**src/rtl/wb_master_arbiter.sv**
```systemverilog
`default_nettype none
// ==========================================================================
// Module   : wb_master_arbiter
// Function : round-robin NCH:1 Wishbone master arbiter; optional watchdog
//            included when WB_ARB_TIMEOUT_EN is defined.
// Revision : 1.0
// ==========================================================================
module wb_master_arbiter #(
  parameter int NCH = 2,
  parameter int AW  = 32,
  parameter int DW  = 32,
  parameter int TMO = 255
) (
  input  logic                    clk,
  input  logic                    rst,
  input  logic [NCH-1:0]          m_cyc_i,
  input  logic [NCH-1:0]          m_stb_i,
  input  logic [NCH-1:0]          m_we_i,
  input  logic [NCH*AW-1:0]       m_adr_i,
  input  logic [NCH*(DW/8)-1:0]   m_sel_i,
  input  logic [NCH*DW-1:0]       m_dat_i,
  input  logic [NCH*3-1:0]        m_cti_i,
  input  logic [NCH*2-1:0]        m_bte_i,
  output logic [NCH-1:0]          m_ack_o,
  output logic [NCH-1:0]          m_err_o,
  output logic [NCH-1:0]          m_rty_o,
  output logic [DW-1:0]           m_dat_o,
  output logic                    s_cyc_o,
  output logic                    s_stb_o,
  output logic                    s_we_o,
  output logic [AW-1:0]           s_adr_o,
  output logic [(DW/8)-1:0]       s_sel_o,
  output logic [DW-1:0]           s_dat_o,
  output logic [2:0]              s_cti_o,
  output logic [1:0]              s_bte_o,
  input  logic                    s_ack_i,
  input  logic                    s_err_i,
  input  logic                    s_rty_i,
  input  logic [DW-1:0]           s_dat_i,
  output logic [NCH-1:0]          gnt_o,
  output logic                    tmo_o
);

  localparam int SW = DW / 8;
  localparam int OW = (NCH > 1) ? $clog2(NCH) : 1;
  localparam logic [OW:0] c_nch = (OW+1)'(NCH);

  typedef enum logic [1:0] {
    ST_IDLE  = 2'd0,
    ST_OWN   = 2'd1,
    ST_ABORT = 2'd2
  } state_t;

  state_t        r_state, w_state_nxt;
  logic [OW-1:0] r_owner, w_owner_nxt;
  logic [OW-1:0] r_rr_ptr, w_rr_ptr_nxt;
  logic [OW-1:0] w_pick;
  logic          w_found;
  logic          w_owner_cyc;
  logic          w_term;
  logic          w_tmo;
  logic          w_live;

  function automatic logic [OW-1:0] f_add_mod(input logic [OW-1:0] a, input logic [OW-1:0] b);
    logic [OW:0] s;
    s = {1'b0, a} + {1'b0, b};
    if (s >= c_nch) s = s - c_nch;
    return s[OW-1:0];
  endfunction

  // First requester at or after the round-robin pointer, wrapping mod NCH.
  always_comb begin
    w_found = 1'b0;
    w_pick  = r_rr_ptr;
    for (int i = 0; i < NCH; i++) begin
      if (!w_found && m_cyc_i[f_add_mod(r_rr_ptr, OW'(i))]) begin
        w_found = 1'b1;
        w_pick  = f_add_mod(r_rr_ptr, OW'(i));
      end
    end
  end

  assign w_owner_cyc = m_cyc_i[r_owner];
  assign w_term      = s_ack_i | s_err_i | s_rty_i;

`ifdef WB_ARB_TIMEOUT_EN
  localparam logic [15:0] c_tmo = 16'(TMO);
  logic [15:0] r_wdt;

  always_ff @(posedge clk or negedge rst) begin
    if (!rst)                             r_wdt <= '0;
    else if (r_state != ST_OWN || w_term) r_wdt <= '0;
    else if (s_stb_o)                     r_wdt <= r_wdt + 16'd1;
  end

  assign w_tmo = (r_state == ST_OWN) && (r_wdt == c_tmo);
`else
  assign w_tmo = 1'b0;
`endif

  assign tmo_o  = w_tmo;
  assign w_live = (r_state == ST_OWN) && !w_tmo;

  always_ff @(posedge clk or negedge rst) begin
    if (!rst) begin
      r_state  <= ST_IDLE;
      r_owner  <= '0;
      r_rr_ptr <= '0;
    end else begin
      r_state  <= w_state_nxt;
      r_owner  <= w_owner_nxt;
      r_rr_ptr <= w_rr_ptr_nxt;
    end
  end

  // A release always wins over a same-cycle watchdog expiry.
  always_comb begin
    w_state_nxt  = r_state;
    w_owner_nxt  = r_owner;
    w_rr_ptr_nxt = r_rr_ptr;
    case (r_state)
      ST_IDLE: begin
        if (w_found) begin
          w_state_nxt = ST_OWN;
          w_owner_nxt = w_pick;
        end
      end
      ST_OWN: begin
        if (!w_owner_cyc) begin
          w_state_nxt  = ST_IDLE;
          w_rr_ptr_nxt = f_add_mod(r_owner, OW'(1));
        end else if (w_tmo) begin
          w_state_nxt = ST_ABORT;
        end
      end
      ST_ABORT: begin
        if (!w_owner_cyc) begin
          w_state_nxt  = ST_IDLE;
          w_rr_ptr_nxt = f_add_mod(r_owner, OW'(1));
        end
      end
      default: w_state_nxt = ST_IDLE;
    endcase
  end

  assign s_cyc_o = w_live & w_owner_cyc;
  assign s_stb_o = w_live & w_owner_cyc & m_stb_i[r_owner];
  assign s_we_o  = m_we_i[r_owner];
  assign s_adr_o = m_adr_i[r_owner*AW +: AW];
  assign s_sel_o = m_sel_i[r_owner*SW +: SW];
  assign s_dat_o = m_dat_i[r_owner*DW +: DW];
  assign s_cti_o = m_cti_i[r_owner*3 +: 3];
  assign s_bte_o = m_bte_i[r_owner*2 +: 2];
  assign m_dat_o = s_dat_i;

  for (genvar k = 0; k < NCH; k++) begin : g_ch
    logic w_sel;
    assign w_sel      = (r_owner == OW'(k));
    assign gnt_o[k]   = (r_state != ST_IDLE) && w_sel;
    assign m_ack_o[k] = w_live && w_sel && s_ack_i;
    assign m_err_o[k] = w_sel && ((w_live && s_err_i) || w_tmo);
    assign m_rty_o[k] = w_live && w_sel && s_rty_i;
  end

endmodule
`default_nettype wire

```
**config.mk**
```make
export PLATFORM = sky130hd
export DESIGN_NAME = wb_master_arbiter
export DESIGN_NICKNAME = d
export VERILOG_FILES = /design/src/rtl/wb_master_arbiter.sv
export SDC_FILE = /design/constraint.sdc
export NUM_CORES = 1
export LEC_CHECK = 0
export CAP_MARGIN = 20
export CORE_AREA = 4 4 118 120
export CTS_CLUSTER_SIZE = 12
export DETAILED_ROUTE_END_ITERATION = 10
export DIE_AREA = 0 0 122 124
export PLACE_DENSITY = 0.53
export REMOVE_ABC_BUFFERS = 1
export SYNTH_ARGS = -nofsm -noshare
export SYNTH_HDL_FRONTEND = slang
export SYNTH_SLANG_ARGS = --single-unit
export TNS_END_PERCENT = 50
```
**constraint.sdc**
```tcl
create_clock -name clk -period 1.7 [get_ports clk]
set_input_delay 0.17 -clock clk [delete_from_list [all_inputs] [get_ports clk]]
set_output_delay 0.17 -clock clk [all_outputs]
set_load 0.1 [all_outputs]
```
==> results.txt <==
The flow ran to the end, but the final reports show violations. The final reports fail on negative setup slack. The total negative slack came out at -528.0 ps. The setup path with the least slack is of type reg -> out. The count of antenna-violating nets left after detailed routing is 0. The overall routing resource usage came out at 12.14%.

The number of nets in the final layout is about 550. The maximum number of pins on one net before global-route repair is 40. The number of buffers inserted for hold repair after clock tree synthesis came out at 0. The slowest cell on the critical path is sky130_fd_sc_hd__dfrtp_4.

In the post-route analysis, the smallest setup slack over all paths is -33.40 ps. On the worst path, the slowest cell contributes a delay of 500 ps. The part of the cycle the worst path needs came out at 102.0%. Summed over all layers, the routed wires come to 10060 µm. In this run the static leakage power is 2.111 nW. The via count of the first global-routing pass is approximately 2200. The core region is 12980 µm². During placement, the flow inserted port buffers numbering 240.

The worst endpoint data arrival time came out at between 1500 and 2000 ps. The total global routing overflow is 0. The peak supply drop is approximately 1.1 mV. In the post-synthesis netlist, the biggest area contributors are sky130_fd_sc_hd__mux2_4 48%, sky130_fd_sc_hd__buf_4 16%, sky130_fd_sc_hd__mux2_2 16%, sky130_fd_sc_hd__buf_6 5.1%, sky130_fd_sc_hd__dfrtp_1 4.8%. The die width came out at 122 µm. The global placer's final weighted congestion is 0.7694. The placement-stage worst setup slack is 130.0 ps. The critical path buffer and inverter count is 3. The initial antenna violation count is 0. The launching element type of the critical path is a register. The internal reg-to-reg setup slack is 580 ps. The maximum clock skew at final layout is 2.076 ps. The sum of internal, switching and leakage power is between 10 and 15 mW. At the worst endpoint, the required time is 1530 ps.

The total area of multi-input combinational cells came out at 1151 µm². The number of levels in the clock H-tree is 1. The time the worst path needs with I/O delays and setup came out at approximately 1700 ps. Counting every instance in the synthesized netlist gives 143. The worst reg2reg path depth is 3. The post-CTS clock slew at the launch and capture registers of the worst setup and hold paths is around 30 ps.

The worst register-to-register path ends at r_state[0]. The sum of net half-perimeters after detailed placement came out at 9135 µm. The die outline area is 15130 µm².

Synthesis inferred 3 register bits. Of all cell types, the one taking the most synthesized area is sky130_fd_sc_hd__mux2_4. For this run, the register share of the synthesized area comes to 4.819%. Setup repair after global routing could not meet its margin everywhere.

The smallest hold slack came out at 141.9 ps. The starting density of the core is between 10% and 20%. The count of endpoints failing hold in the final timing report came to 0. The path class of the tightest hold or removal check is in -> async.

In the routed design, unresolved DRC markers number 0. The fraction of layout instances using a drive strength above 1 came out at 48.73%. The number of distinct library cells after synthesis is 18.

The post-detailed-route wirelength per cell is 18.95 µm. The register cell area after layout is 78.83 µm². The wire length of the first global-routing pass came out at 13580 µm. The area of the mapped netlist is 1558 µm². The clock root buffer is sky130_fd_sc_hd__clkbuf_16. The ratio of total power to cell area is 2119 nW/µm².

The largest fanout of any net on the critical path came out at 21. The synthesis warning total came out at 0. The number of max-slew violations in the final report was 0. The via total after detailed routing came out at 1983. The number of iterations in the first detailed-routing pass came out at 2. The number of sinks on the clock net is 3. The count of final setup violators came out at 25.

The signal on the critical path passes through buf_12 -> buf_12 -> mux2_4 -> buf_12. After detailed routing, the number of vias per cell comes to roughly 3.7. The filler cells instantiated in the layout total between 1000 and 1500. 306 I/O pins were placed.

Measured along the y axis, the die boundary spans roughly 120 µm. The later-pin clock latency in the skew report came out at 230 ps. The top achievable clock speed came out at 576.9 MHz. The kind of cell with the highest combined delay along the critical path is flip-flops. The CTS buffer count is 3.

The violation count after the first detailed-route iteration is 28. The reported max-cap violation count came out at 0. From synthesis to final layout, the design area changed by 214.3%. The synthesized design devotes to its leading area cell type 48.19% of total area. The maximum buffer depth of the clock tree came out at 2.

The kind of end point of the critical path is an output pin. The startpoint identified for the worst register-to-register timing path is g_ch[1].w_sel. The post-synthesis area per instance came out at 10.89 µm². The floorplan row count came out at 42.

The antenna cell count came out at 0. The TritonCTS clock tree is built. Counting stages on the worst path, the most repeated cell is sky130_fd_sc_hd__buf_12.
-- final cells by class --
cell class	count	area share (%)
multi-input combinational	96	23.51
inverter	2	0.1533
sequential	3	1.610
tap	176	4.498
clock buffer	4	1.610
timing repair buffer	250	68.62
-- cells in the final DEF, fill, tap and decap left out, types with 3 or more instances in the layout --
cell type / n
sky130_fd_sc_hd__a21oi_1: 4
sky130_fd_sc_hd__clkdlybuf4s50_1: 156
sky130_fd_sc_hd__and3_1: 3
sky130_fd_sc_hd__buf_12: 87
sky130_fd_sc_hd__and2_1: 4
sky130_fd_sc_hd__clkbuf_16: 3
sky130_fd_sc_hd__mux2_4: 50
sky130_fd_sc_hd__buf_4: 6
sky130_fd_sc_hd__mux2_2: 22
-- layer usage --
| layer | vias to the layer above | GRT usage, % | wire length (µm) | share of wire, % |
|---|---|---|---|---|
| met5 | - | 5.208 | 85 | 0.84 |
| met4 | 2 | 2.381 | 131 | 1.3 |
| met3 | 14 | 11.63 | 2237 | 22 |
| met2 | 208 | 18.85 | 4368 | 43 |
| met1 | 865 | 11.50 | 3238 | 32 |
| li1 | 894 | - | - | - |
-- synth_stat cells (all sizes together) --
| library cell | n |
|---|---|
| inv | 2 |
| a31oi | 1 |
| and2 | 4 |
| and3 | 3 |
| buf | 42 |
| a32oi | 1 |
| nand2 | 1 |
| mux2 | 74 |
| a21oi | 4 |
| o21ai | 2 |
| nor2 | 4 |
| nor2b | 1 |
| dfrtp | 3 |
| conb | 1 |
-- kinds of logic after synthesis --
group | synth area share [%]
flops | 4.819
buf+inv | 22.09
compound gates | 2.892
simple gates | 4.417
other cells | 0.2407
mux | 65.54
-- report_power, final --
group | leakage (nW) | internal, mW | switching (mW)
combinational | 2.04 | 3.86 | 5.98
clock | 0.0382 | 0.310 | 0.0687
sequential | 0.0329 | 0.112 | 0.0458
total | 2.11 | 4.28 | 6.09
-- per-stage QoR --
stage / std cells / area (µm²) / util, %
final: 531 / 4896 / 37.72
after global routing: 531 / 4896 / 37.72
after detailed placement: 525 / 4786 / 36.87
after floorplan: 101 / 1221 / -
after CTS: 531 / 4888 / 37.66
after global placement: 525 / 4786 / 36.87
-- how the worst max path moves through the flow --
stage                              from          end  slack [ps]  cells past startpoint
final                     g_ch[1].w_sel   s_dat_o[1]         -30                      4
after global routing      g_ch[1].w_sel  s_adr_o[30]         -60                      3
after CTS                 g_ch[1].w_sel   s_dat_o[1]         -40                      4
after detailed placement  g_ch[1].w_sel   m_err_o[0]         130                      4
after global placement    g_ch[1].w_sel   s_sel_o[2]         160                      3
after floorplan           g_ch[1].w_sel   m_ack_o[0]       -3290                      2
-- repair_timing --
action                                 in CTS  in global routing
setup buffers                               2                  0
endpoints found under the hold margin       0                  0
setup endpoints to repair                  65                 46
gates cloned                                0                  0
resized for setup                           3                  2
-- sequential cells by signal, indices dropped and copies added, names as in the netlist --
| name | flops |
|---|---|
| r_state | 1 |
| g_ch.w_sel | 1 |
| r_rr_ptr | 1 |
(Power assumes the default switching activity.)
